`src/rtl/morse_pkg.sv`:
```
// Shared types and unit ratios for the Morse playback path.
package morse_pkg;

   typedef enum logic [2:0] {
      ST_IDLE,
      ST_MARK,
      ST_GAP,
      ST_LGAP,
      ST_WGAP
   } state_t;

   localparam int unsigned DOT_UNITS        = 1;
   localparam int unsigned DASH_UNITS       = 3;
   localparam int unsigned SYM_GAP_UNITS    = 1;
   localparam int unsigned LETTER_GAP_UNITS = 3;
   localparam int unsigned WORD_GAP_UNITS   = 7;
   localparam int unsigned MAX_SYMS         = 5;
   localparam int unsigned MAX_SPEED_MULT   = 4;

endpackage

```
`src/rtl/morse_tone_gen.sv`:
```
// Tone square-wave phase divider; phase restarts high and toggles every TONE_DIV enabled cycles.
module morse_tone_gen #(
   parameter int unsigned TONE_DIV = 50_000
) (
   input  logic clk,
   input  logic rst,
   input  logic restart,
   input  logic enable,
   output logic phase
);

   localparam int unsigned DIV_W = $clog2(TONE_DIV + 1);

   logic [DIV_W-1:0] r_div;

   always_ff @(posedge clk) begin
      if (rst || restart) begin
         r_div <= '0;
         phase <= 1'b1;
      end else if (enable) begin
         if (r_div == DIV_W'(TONE_DIV - 1)) begin
            r_div <= '0;
            phase <= ~phase;
         end else begin
            r_div <= r_div + DIV_W'(1);
         end
      end
   end

endmodule

```
`src/rtl/morse_player.sv`:
```
// Handshaked Morse character player: sequences timed marks and gaps and gates the buzzer tone.
module morse_player
   import morse_pkg::*;
#(
   parameter int unsigned TICK_DIV = 10_000_000,
   parameter int unsigned TONE_DIV = 50_000
) (
   input  logic       clk,
   input  logic       rst,
   input  logic       code_valid,
   output logic       code_ready,
   input  logic [2:0] code_len,
   input  logic [4:0] code_bits,
   input  logic [1:0] speed,
   input  logic       abort,
   output logic       beep,
   output logic       tone_on,
   output logic       busy,
   output logic       done,
   output logic [2:0] sym_idx
);

   localparam int unsigned CNT_W = $clog2(WORD_GAP_UNITS * MAX_SPEED_MULT * TICK_DIV);

   state_t           r_state;
   logic [CNT_W-1:0] r_cnt;
   logic [CNT_W-1:0] r_unit;
   logic [2:0]       r_len;
   logic [4:0]       r_bits;

   logic [2:0]       w_len_clamp;
   logic [CNT_W-1:0] w_unit_in;
   logic [2:0]       w_next_idx;
   logic [4:0]       w_bits_sh;
   logic             w_phase;

   // Last count value of a state lasting `units` Morse units.
   function automatic logic [CNT_W-1:0] f_last(input int unsigned units,
                                               input logic [CNT_W-1:0] unit);
      return (CNT_W'(units) * unit) - CNT_W'(1);
   endfunction

   function automatic int unsigned f_mark_units(input logic is_dash);
      return is_dash ? DASH_UNITS : DOT_UNITS;
   endfunction

   assign w_len_clamp = (code_len > 3'(MAX_SYMS)) ? 3'(MAX_SYMS) : code_len;
   assign w_unit_in   = CNT_W'(TICK_DIV) * (CNT_W'(speed) + CNT_W'(1));
   assign w_next_idx  = sym_idx + 3'd1;
   assign w_bits_sh   = r_bits >> w_next_idx;

   // Sequencer: r_cnt counts down the cycles left in the current state.
   always_ff @(posedge clk) begin
      if (rst) begin
         r_state    <= ST_IDLE;
         r_cnt      <= '0;
         r_unit     <= '0;
         r_len      <= '0;
         r_bits     <= '0;
         code_ready <= 1'b1;
         tone_on    <= 1'b0;
         busy       <= 1'b0;
         done       <= 1'b0;
         sym_idx    <= '0;
      end else if (abort) begin
         r_state    <= ST_IDLE;
         r_cnt      <= '0;
         code_ready <= 1'b1;
         tone_on    <= 1'b0;
         busy       <= 1'b0;
         done       <= 1'b0;
         sym_idx    <= '0;
      end else begin
         done <= 1'b0;
         case (r_state)
            ST_IDLE: begin
               code_ready <= 1'b1;
               busy       <= 1'b0;
               tone_on    <= 1'b0;
               sym_idx    <= '0;
               if (code_valid) begin
                  r_len      <= w_len_clamp;
                  r_bits     <= code_bits;
                  r_unit     <= w_unit_in;
                  code_ready <= 1'b0;
                  busy       <= 1'b1;
                  if (w_len_clamp != 3'd0) begin
                     r_state <= ST_MARK;
                     tone_on <= 1'b1;
                     r_cnt   <= f_last(f_mark_units(code_bits[0]), w_unit_in);
                  end else begin
                     r_state <= ST_WGAP;
                     r_cnt   <= f_last(WORD_GAP_UNITS, w_unit_in);
                  end
               end
            end
            ST_MARK: begin
               if (r_cnt == '0) begin
                  tone_on <= 1'b0;
                  if (sym_idx < (r_len - 3'd1)) begin
                     r_state <= ST_GAP;
                     r_cnt   <= f_last(SYM_GAP_UNITS, r_unit);
                  end else begin
                     r_state <= ST_LGAP;
                     r_cnt   <= f_last(LETTER_GAP_UNITS, r_unit);
                  end
               end else begin
                  r_cnt <= r_cnt - CNT_W'(1);
               end
            end
            ST_GAP: begin
               if (r_cnt == '0) begin
                  r_state <= ST_MARK;
                  tone_on <= 1'b1;
                  sym_idx <= w_next_idx;
                  r_cnt   <= f_last(f_mark_units(w_bits_sh[0]), r_unit);
               end else begin
                  r_cnt <= r_cnt - CNT_W'(1);
               end
            end
            ST_LGAP, ST_WGAP: begin
               if (r_cnt == '0) begin
                  r_state    <= ST_IDLE;
                  code_ready <= 1'b1;
                  busy       <= 1'b0;
                  done       <= 1'b1;
                  sym_idx    <= '0;
               end else begin
                  r_cnt <= r_cnt - CNT_W'(1);
               end
            end
            default: begin
               r_state    <= ST_IDLE;
               code_ready <= 1'b1;
               busy       <= 1'b0;
               tone_on    <= 1'b0;
               sym_idx    <= '0;
            end
         endcase
      end
   end

   // Tone phase is held at its restart value whenever no mark is sounding.
   morse_tone_gen #(
      .TONE_DIV (TONE_DIV)
   ) u_tone (
      .clk     (clk),
      .rst     (rst),
      .restart (~tone_on),
      .enable  (tone_on),
      .phase   (w_phase)
   );

   assign beep = tone_on & w_phase;

endmodule

```
`config.mk`:
```
export PLATFORM = sky130hd
export DESIGN_NAME = morse_player
export DESIGN_NICKNAME = d
export VERILOG_FILES = /design/src/rtl/morse_pkg.sv /design/src/rtl/morse_tone_gen.sv /design/src/rtl/morse_player.sv
export SDC_FILE = /design/constraint.sdc
export NUM_CORES = 1
export LEC_CHECK = 0
export BUFFER_PORTS_ARGS = -buffer_cell sky130_fd_sc_hd__buf_2
export CAP_MARGIN = 10
export CELL_PAD_IN_SITES_DETAIL_PLACEMENT = 0
export CELL_PAD_IN_SITES_GLOBAL_PLACEMENT = 1
export CORE_ASPECT_RATIO = 0.75
export CORE_MARGIN = 2
export CORE_UTILIZATION = 30
export CTS_CLUSTER_SIZE = 40
export DETAILED_ROUTE_END_ITERATION = 6
export PLACE_DENSITY_LB_ADDON = 0.15
export SYNTH_ARGS = -nofsm -noshare
export SYNTH_HDL_FRONTEND = slang
export SYNTH_SLANG_ARGS = --single-unit
```
`constraint.sdc`:
```
create_clock -name clk -period 13 [get_ports clk]
set_clock_uncertainty 0.15 [all_clocks]
set_input_delay 1.95 -clock clk [delete_from_list [all_inputs] [get_ports clk]]
set_output_delay 1.95 -clock clk [all_outputs]
set_load 0.05 [all_outputs]
```
==> results.sh, run 1 <==
export IMPL_synth_edff_count=0
export IMPL_worstPathRequired_ps=13150
export IMPL_cts_root_buf="clkbuf_16"
export IMPL_tritoncts="done"
export IMPL_grt_pass1_vias=9935
export IMPL_grt_max_degree=29
export IMPL_drtIter0Drc=1067
export IMPL_drive_gt1_frac=0.0572
export IMPL_holdPathStages=1
export IMPL_max_freq_mhz=148
export IMPL_r2r_slack_ps=6630
export IMPL_dr_total_vias=11100
export IMPL_reg2reg_from="sym_idx[0]"
export IMPL_drc=0
export IMPL_place_port_buffers=21
export IMPL_area_growth_pct=7.53
export IMPL_yosysTopAreaCellShare=0.153
export IMPL_dp_hpwl_um=32200
export IMPL_start_util=0.303
export IMPL_drtPass1Iterations=5
export IMPL_die_w_um=220
export IMPL_ios=22
export IMPL_cts_made_buffers=9
export IMPL_crit_type="in2reg"
export IMPL_core_region_area_mm2=0.0345
export IMPL_syn_mean_instance_area_um2=7.10
export IMPL_hold_end="u_tone.r_div[0]"
export IMPL_min_period_over_period=0.521
export IMPL_leakagePower_nw=4.22
export IMPL_status="complete, no violations"
export IMPL_ys_seq_elements=80
export IMPL_multiInputGateArea_mm2=0.00834
export IMPL_dieArea_mm2=0.0364
export IMPL_seqCellArea_mm2=0.00160
export IMPL_routed_wl_um=41300
export IMPL_synth_distinct_cells=90
export IMPL_gp_congestion=0.915
export IMPL_die_h_um=166
export IMPL_powerDensity_mw_per_mm2=84.3
export IMPL_setup_slack_ps=6220
export IMPL_syn_nets=1590
export IMPL_synth_async_reset_ratio=0
export IMPL_whs_ps=298
export IMPL_drv_slew=0
export IMPL_syn_cell_area_mm2=0.0105
export IMPL_row_count=59
export IMPL_clock_sinks=80
export IMPL_clk_latency_ps=370
export IMPL_fillers=3824
export IMPL_antenna_found_initial=0
export IMPL_syn_inst=1473
export IMPL_cts_resized=0
export IMPL_grt_util_met3=0.0284
export IMPL_grt_pass1_wl_um=62900
export IMPL_drtAntennaViolNets=0
export IMPL_finalSetupViolations=0
export IMPL_met2_usage=0.304
export IMPL_rsz0062_at_grt="false"
export IMPL_hp_start="u_tone.r_div[0]"
export IMPL_synthTopCellsByArea="dfxtp_1, ha_1, xnor2_1"
export IMPL_min_period_ps=6780
export IMPL_cp_max_fo=20
export IMPL_grt_overflow=0
export IMPL_hold_buffers=0
export IMPL_path_clk_slew_ps=70
export IMPL_startpoint_type="input port"
export IMPL_fin_tns_setup_ps=0
export IMPL_r2r_cells=14
export IMPL_r2r_end="r_cnt[22]"
export IMPL_grt_usage=0.225
export IMPL_ys_flop_type="dfxtp_1"
export IMPL_nets=1564
export IMPL_relSlewSlack=0.235
export IMPL_vdd_drop_max_v=0.0000525
export IMPL_end_kind="flip-flop"
export IMPL_finalHoldViolations=0
export IMPL_cts_max_level=3
export IMPL_avgRoutedWirePerCell_um=21.6
export IMPL_place_ws_ps=6040
export IMPL_use_met1=0.368
export IMPL_vias_per_cell=5.80
export IMPL_yosysTopAreaCell="dfxtp_1"
export IMPL_post_cts_setup_buffer_count=0
export IMPL_tightest_slew_ps=1120
export IMPL_min_path_type="reg2reg"
export IMPL_cp_arrival_ps=6930
export IMPL_ys_seq_area_frac=0.153
export IMPL_synth_warnings=0
export IMPL_drv_cap=0
export IMPL_clock_path_buffers=2
export IMPL_top_usage_layer="met1"
export IMPL_antenna_cells=0
==> logic make-up (layout without fill, tap and decap cells) <==
family	Yosys count	count (layout)	synth area share
fa+ha+maj	104	104	0.126
flops	80	80	0.153
simple gates	582	582	0.283
xor+xnor	113	113	0.0946
buf+inv	133	112	0.0506
mux	5	5	0.00729
compound gates	456	456	0.285
==> stage by stage <==
step           cells  total power [mW]  utilization  area (um^2)
6_report        1909             0.948        0.326        11300
5_1_grt         1909              1.01        0.326        11300
4_1_cts         1909             0.952        0.326        11300
3_5_place_dp    1893             0.685        0.317        11000
3_3_place_gp    1893             0.687        0.317        11000
2_1_floorplan   1473             0.565            -        10500
==> synthesized netlist by cell type (all sizes together), types with 5 or more instances <==
cell,number
nand2,147
nor2,132
a21oi,119
o21ai,114
ha,100
dfxtp,80
xnor2,76
clkbuf,62
nor3,59
inv,58
nand3,42
xor2,37
a211oi,30
or3,26
nand4,25
o211ai,25
and2,24
a31oi,21
and3,21
a21o,19
nor4,16
nand2b,14
buf,13
nor2b,13
o21a,13
a2111oi,12
or4,11
o21bai,10
nor3b,9
a311oi,8
nand3b,8
nor4b,8
o2111ai,8
o31ai,8
or2,7
a211o,6
and4,6
a21boi,5
a22oi,5
a41oi,5
==> power by group <==
part	switching (mW)	internal, mW	total, mW
Sequential	0.0158	0.255	0.271
Clock	0.118	0.142	0.260
Combinational	0.268	0.149	0.417
==> metal layers <==
metal | routed length, um | part of all wire | vias up
met2 | 16300 | 0.39 | 325
met4 | 689 | 0.017 | 0
met1 | 22000 | 0.53 | 5305
met5 | 0 | 0 | -
met3 | 2350 | 0.057 | 32
li1 | - | - | 5412
==> area by class of cell <==
type	instances	area share
clock buffer	12	0.0228
clock inverter	4	0.00300
inverter	58	0.0194
multi-input combinational	1260	0.741
sequential	80	0.142
tap	457	0.0508
timing repair buffer	38	0.0207
==> cells in the final DEF, fill, tap and decap left out, types with 6 or more instances in the layout <==
master / instances
buf_4: 17
nand3_1: 42
buf_2: 21
xnor2_1: 76
a21oi_1: 119
a211o_1: 6
inv_1: 58
a31oi_1: 21
nand4_1: 25
a311oi_1: 8
and3_1: 21
nor2b_1: 13
o21bai_1: 10
nand2_1: 146
nor3_1: 57
and2_1: 22
a211oi_1: 30
o211ai_1: 25
a21o_1: 19
o21a_1: 13
ha_1: 100
o31ai_1: 8
o2111ai_1: 8
nor4_1: 16
dfxtp_1: 80
o21ai_0: 111
nand3b_1: 8
a2111oi_0: 9
nor4b_1: 7
or4_1: 9
nor3b_1: 9
nand2b_1: 14
or2_2: 6
nor2_1: 132
xor2_1: 37
or3_1: 26
and4_1: 6
clkbuf_16: 9
==> worst max-delay path by stage <==
| stage | from | end | slack [ps] | cells after the start |
|---|---|---|---|---|
| 5_1_grt | speed[0] | r_cnt[27] | 6010 | 19 |
| 4_1_cts | speed[0] | r_cnt[26] | 6410 | 16 |
| 2_1_floorplan | speed[0] | r_cnt[26] | 6830 | 17 |
| 6_report | speed[0] | r_cnt[27] | 6220 | 19 |
| 3_5_place_dp | speed[0] | r_cnt[27] | 6040 | 19 |
| 3_3_place_gp | speed[0] | r_cnt[27] | 6200 | 19 |
==> registers in the layout (all words and copies together) (netlist names), 3 cells and up <==
| signal | flops |
|---|---|
| r_cnt | 29 |
| r_unit | 16 |
| u_tone.r_div | 16 |
| r_bits | 5 |
| r_len | 3 |
| r_state | 3 |
| sym_idx | 3 |
==> critical path: stages <==
cell and delay (ps):
buf_2 360, inv_1 280, ha_1 610, xnor2_1 500
ha_1 250, o21ai_0 90, mux2i_1 270, and2_1 200
ha_1 260, a21oi_1 230, o211ai_1 150, o2111ai_1 390
a211oi_1 170, nor3_1 320, o221ai_2 150, a41o_2 300
nor4b_1 240, o21ai_1 110, nand3_1 80
(Power assumes the default switching activity.)
==> run 2, diff against run 1 <==
Clock period 13 ns to 6.31 ns, I/O delays scaled along.
==> results.sh, run 2 (synthesis gave the netlist of run 1 again) <==
export IMPL_status="complete, no violations"
export IMPL_whs_ps=304
export IMPL_min_period_over_period=0.914
export IMPL_area_growth_pct=8.24
export IMPL_min_period_ps=5770
export IMPL_ios=22
export IMPL_r2r_cells=14
export IMPL_cp_arrival_ps=5840
export IMPL_largest_reg_flops=29
export IMPL_r2r_end="r_cnt[22]"
export IMPL_met2_usage=0.312
export IMPL_dieArea_mm2=0.0364
export IMPL_tritoncts="done"
export IMPL_grt_usage=0.228
export IMPL_grt_overflow=0
export IMPL_hold_end="r_bits[3]"
export IMPL_clock_sinks=80
export IMPL_top_regs="r_cnt x29, r_unit x16, u_tone.r_div x16"
export IMPL_drtIter0Drc=1097
export IMPL_leakagePower_nw=4.26
export IMPL_finalHoldViolations=0
export IMPL_drv_slew=0
export IMPL_crit_cells=14
export IMPL_top_usage_layer="met1"
export IMPL_crit_buf_inv=0
export IMPL_use_met1=0.363
export IMPL_cp_max_fo=11
export IMPL_die_w_um=220
export IMPL_finalSetupViolations=0
export IMPL_rsz0062_at_grt="false"
export IMPL_hold_buffers=0
export IMPL_grt_util_met3=0.0372
export IMPL_drc=0
export IMPL_vias_per_cell=5.79
export IMPL_dr_total_vias=11100
export IMPL_row_count=59
export IMPL_min_path_type="reg2reg"
export IMPL_drtPass1Iterations=5
export IMPL_tightest_slew_ps=1080
export IMPL_core_region_area_mm2=0.0345
export IMPL_fillers=3822
export IMPL_final_cell_mix="nand2_1, nor2_1, a21oi_1, o21ai_0, ha_1"
export IMPL_final_common_cell="nand2_1"
export IMPL_crit_family="compound AO/OA/AOI/OAI gates"
export IMPL_end_kind="flip-flop"
export IMPL_worstPathRequired_ps=6380
export IMPL_drtAntennaViolNets=0
export IMPL_path_clk_slew_ps=70
export IMPL_cts_made_buffers=9
export IMPL_die_h_um=166
export IMPL_regMostFlops="r_cnt"
export IMPL_grt_pass1_wl_um=63400
export IMPL_cts_resized=0
export IMPL_dp_hpwl_um=32800
export IMPL_holdPathStages=2
export IMPL_fin_tns_setup_ps=0
export IMPL_grt_max_degree=29
export IMPL_cpPeakStageDelay_ps=810
export IMPL_crit_chain="ha_1 > mux4_2 > mux2i_4 > nor2_1 > ha_1 > o21ai_0 > nor4_1 > o31a_1 > nor2_1 > xnor2_1 > or3_1 > o41a_1 > a2111oi_0 > o2bb2ai_1"
export IMPL_drv_cap=0
export IMPL_drive_gt1_frac=0.0617
export IMPL_startpoint_type="flip-flop"
export IMPL_place_port_buffers=21
export IMPL_cts_root_buf="clkbuf_16"
export IMPL_start_util=0.303
export IMPL_reg2reg_from="sym_idx[0]"
export IMPL_clock_path_buffers=2
export IMPL_routed_wl_um=41800
export IMPL_max_freq_mhz=173
export IMPL_antenna_found_initial=1
export IMPL_relSlewSlack=0.270
export IMPL_clk_latency_ps=370
export IMPL_avgRoutedWirePerCell_um=21.8
export IMPL_r2r_slack_ps=540
export IMPL_powerDensity_mw_per_mm2=177
export IMPL_vdd_drop_max_v=0.000105
export IMPL_grt_pass1_vias=10100
export IMPL_crit_type="reg2reg"
export IMPL_hp_start="r_bits[3]"
export IMPL_crit_slowest_cell="a2111oi_0"
export IMPL_post_cts_setup_buffer_count=0
export IMPL_nets=1570
export IMPL_cts_max_level=3
export IMPL_gp_congestion=0.873
export IMPL_antenna_cells=0
run 2: worst min-delay path, stage by stage, from the launching register on:
cell     delay (ps)
dfxtp_1         310
nand2_1          50
a21oi_1          50
run 2: layer usage:
layer / vias to the layer above / part of all wire
met4: 0 / 0.016
met5: - / 0
met2: 348 / 0.39
li1: 5402 / -
met3: 26 / 0.057
met1: 5306 / 0.53
run 2: power breakdown:
group	internal, mW	switching (mW)
clock	0.324	0.255
combinational	0.311	0.551
sequential	0.526	0.0347
total	1.16	0.840
run 2: how the worst max path moves through the flow:
stage	slack [ps]	start	endpoint
after floorplan	1140	speed[0]	r_cnt[26]
after global placement	750	sym_idx[0]	r_cnt[22]
after detailed placement	690	sym_idx[0]	r_cnt[22]
after CTS	620	sym_idx[0]	r_cnt[22]
after global routing	250	sym_idx[0]	r_cnt[22]
final	540	sym_idx[0]	r_cnt[22]
run 2: through the flow:
| stage | instances | worst slack [ps] | utilization | power, mW | instance area, um^2 |
|---|---|---|---|---|---|
| 2_1_floorplan | 1473 | 1140 | - | 1.16 | 10500 |
| 3_5_place_dp | 1899 | 692 | 0.319 | 1.42 | 11000 |
| 6_report | 1915 | 540 | 0.328 | 2.00 | 11300 |
| 5_1_grt | 1915 | 250 | 0.328 | 2.12 | 11300 |
| 3_3_place_gp | 1899 | 753 | 0.319 | 1.43 | 11000 |
| 4_1_cts | 1915 | 618 | 0.328 | 2.01 | 11300 |
run 2: final cells by class:
cell class,count,area [um^2],share of cell area
clock buffers,10,239,0.0211
clock inverters,6,72.6,0.00641
inverters,58,218,0.0192
multi-input cells,1260,8340,0.737
flip-flops and latches,80,1600,0.141
well taps,457,572,0.0505
repair buffers,44,278,0.0245
==> run 3, diff against run 2 <==
Settings changed: BUFFER_PORTS_ARGS -buffer_cell sky130_fd_sc_hd__buf_2 to default, DONT_BUFFER_PORTS from default to 1.
==> results.sh, run 3 (synthesis gave the netlist of run 1 again) <==
export IMPL_area_growth_pct=7.84
export IMPL_drc=12
export IMPL_cp_startpoint="sym_idx[0]"
export IMPL_regMostFlops="r_cnt"
export IMPL_p_total_mw=2.03
export IMPL_place_port_buffers=0
export IMPL_crit_chain="ha_1 > mux4_2 > mux2i_4 > nor2_1 > ha_1 > o21ai_0 > nor4_1 > o31a_1 > nor2_1 > xnor2_1 > or3_1 > o41a_1 > a2111oi_0 > o2bb2ai_1"
export IMPL_clock_sinks=80
export IMPL_r2r_slack_ps=940
export IMPL_cp_max_fo=19
export IMPL_dp_cells=1883
export IMPL_antenna_found_initial=1
export IMPL_ios=22
export IMPL_fin_tns_setup_ps=0
export IMPL_worstPathRequired_ps=6400
export IMPL_violations="design-rule violations"
export IMPL_gp_congestion=0.916
export IMPL_crit_buf_inv=0
export IMPL_crit_cells=14
export IMPL_min_path_type="reg2reg"
export IMPL_row_count=59
export IMPL_final_cell_count_no_fill=1899
export IMPL_setup_worst_path_end="r_cnt[22]"
export IMPL_drive_gt1_frac=0.0513
export IMPL_dp_hpwl_um=32600
export IMPL_r2r_end="r_cnt[22]"
export IMPL_startpoint_type="flip-flop"
export IMPL_clk_latency_ps=370
export IMPL_finalSetupViolations=0
export IMPL_top_usage_layer="met1"
export IMPL_hold_buffers=0
export IMPL_nets=1554
export IMPL_tritoncts="done"
export IMPL_crit_family="compound AO/OA/AOI/OAI gates"
export IMPL_post_cts_setup_buffer_count=0
export IMPL_antenna_cells=0
export IMPL_cpPeakStageDelay_ps=600
export IMPL_min_period_over_period=0.851
export IMPL_routed_wl_um=41300
export IMPL_grt_pass1_vias=10100
export IMPL_vdd_drop_max_v=0.000136
export IMPL_r2r_cells=14
export IMPL_cp_arrival_ps=5460
export IMPL_cts_max_level=3
export IMPL_cts_root_buf="clkbuf_16"
export IMPL_crit_slowest_cell="nor4_1"
export IMPL_rsz0062_at_grt="false"
export IMPL_leakagePower_nw=4.21
export IMPL_path_clk_slew_ps=60
export IMPL_dpl_cell_area_mm2=0.0109
export IMPL_drv_cap=0
export IMPL_met2_usage=0.310
export IMPL_powerDensity_mw_per_mm2=180
export IMPL_reg2reg_from="sym_idx[0]"
export IMPL_grt_util_met3=0.0449
export IMPL_grt_usage=0.227
export IMPL_max_freq_mhz=186
export IMPL_clock_path_buffers=2
export IMPL_relSlewSlack=0.296
export IMPL_die_h_um=166
export IMPL_drv_slew=0
export IMPL_core_region_area_mm2=0.0345
export IMPL_largest_reg_flops=29
export IMPL_grt_max_degree=29
export IMPL_min_period_ps=5370
export IMPL_use_met1=0.357
export IMPL_grt_pass1_wl_um=63300
export IMPL_grt_overflow=0
export IMPL_top_regs="r_cnt x29, r_unit x16, u_tone.r_div x16"
export IMPL_drtIter0Drc=1081
export IMPL_vias_per_cell=5.80
export IMPL_dieArea_mm2=0.0364
export IMPL_avgRoutedWirePerCell_um=21.7
export IMPL_fin_area_mm2=0.0113
export IMPL_drtPass1Iterations=7
export IMPL_holdPathStages=2
export IMPL_end_kind="flip-flop"
export IMPL_dr_total_vias=11000
export IMPL_crit_type="reg2reg"
export IMPL_final_util=0.327
export IMPL_finalHoldViolations=0
export IMPL_final_common_cell="nand2_1"
export IMPL_cts_made_buffers=9
export IMPL_status="finished, violations left"
export IMPL_tightest_slew_ps=1060
export IMPL_drtAntennaViolNets=0
export IMPL_fillers=3793
export IMPL_final_cell_mix="nand2_1, nor2_1, a21oi_1, o21ai_0, ha_1"
export IMPL_cts_resized=0
export IMPL_start_util=0.303
export IMPL_die_w_um=220
-- run 3: changes by cell type in the layout (fill, tap and decap cells not counted), sizes merged --
cell,before,now
buf,44,28
bufinv,1,2
clkbuf,10,11
inv,62,60
-- run 3: routing by layer --
layer / vias up / wire length [um]
met5: - / 10
met4: 2 / 684
met3: 35 / 2990
met2: 355 / 16100
met1: 5258 / 21400
li1: 5370 / -
-- run 3: tightest hold or removal path, delay by kind of cell (launching register included) --
family,cells,cell delay (ps)
AO/OA/AOI/OAI,1,50
flip-flops,1,310
AND/OR/NAND/NOR,1,50
-- run 3: power by group --
group / total (mW) / switching [mW] / leakage [nW] / internal (mW)
combinational: 0.848 / 0.537 / 3.39 / 0.311
clock: 0.616 / 0.244 / 0.167 / 0.372
sequential: 0.564 / 0.0379 / 0.651 / 0.526
-- run 3: final cells by class --
type	instances	area, um^2	area share
Clock inverter	5	86.3	0.00765
Inverter	58	218	0.0193
Sequential cell	80	1600	0.142
Multi-Input combinational cell	1260	8340	0.739
Timing Repair Buffer	28	210	0.0186
Tap cell	457	572	0.0507
Clock buffer	11	253	0.0224
-- run 3: how the worst min path moves through the flow --
stage | slack, ps | endpoint | from
detailed placement | 290 | r_bits[3] | r_bits[3]
floorplan | 270 | u_tone.r_div[0] | u_tone.r_div[0]
global placement | 280 | u_tone.r_div[0] | u_tone.r_div[0]
finish | 300 | r_len[1] | r_len[1]
CTS | 300 | r_len[1] | r_len[1]
global route | 310 | r_len[1] | r_len[1]
-- run 3: stage by stage --
step | setup slack, ps | hold slack, ps
after floorplan | 1140 | 268
after global placement | 1160 | 285
after detailed placement | 1090 | 293
after CTS | 1060 | 302
after global routing | 532 | 313
final | 940 | 298
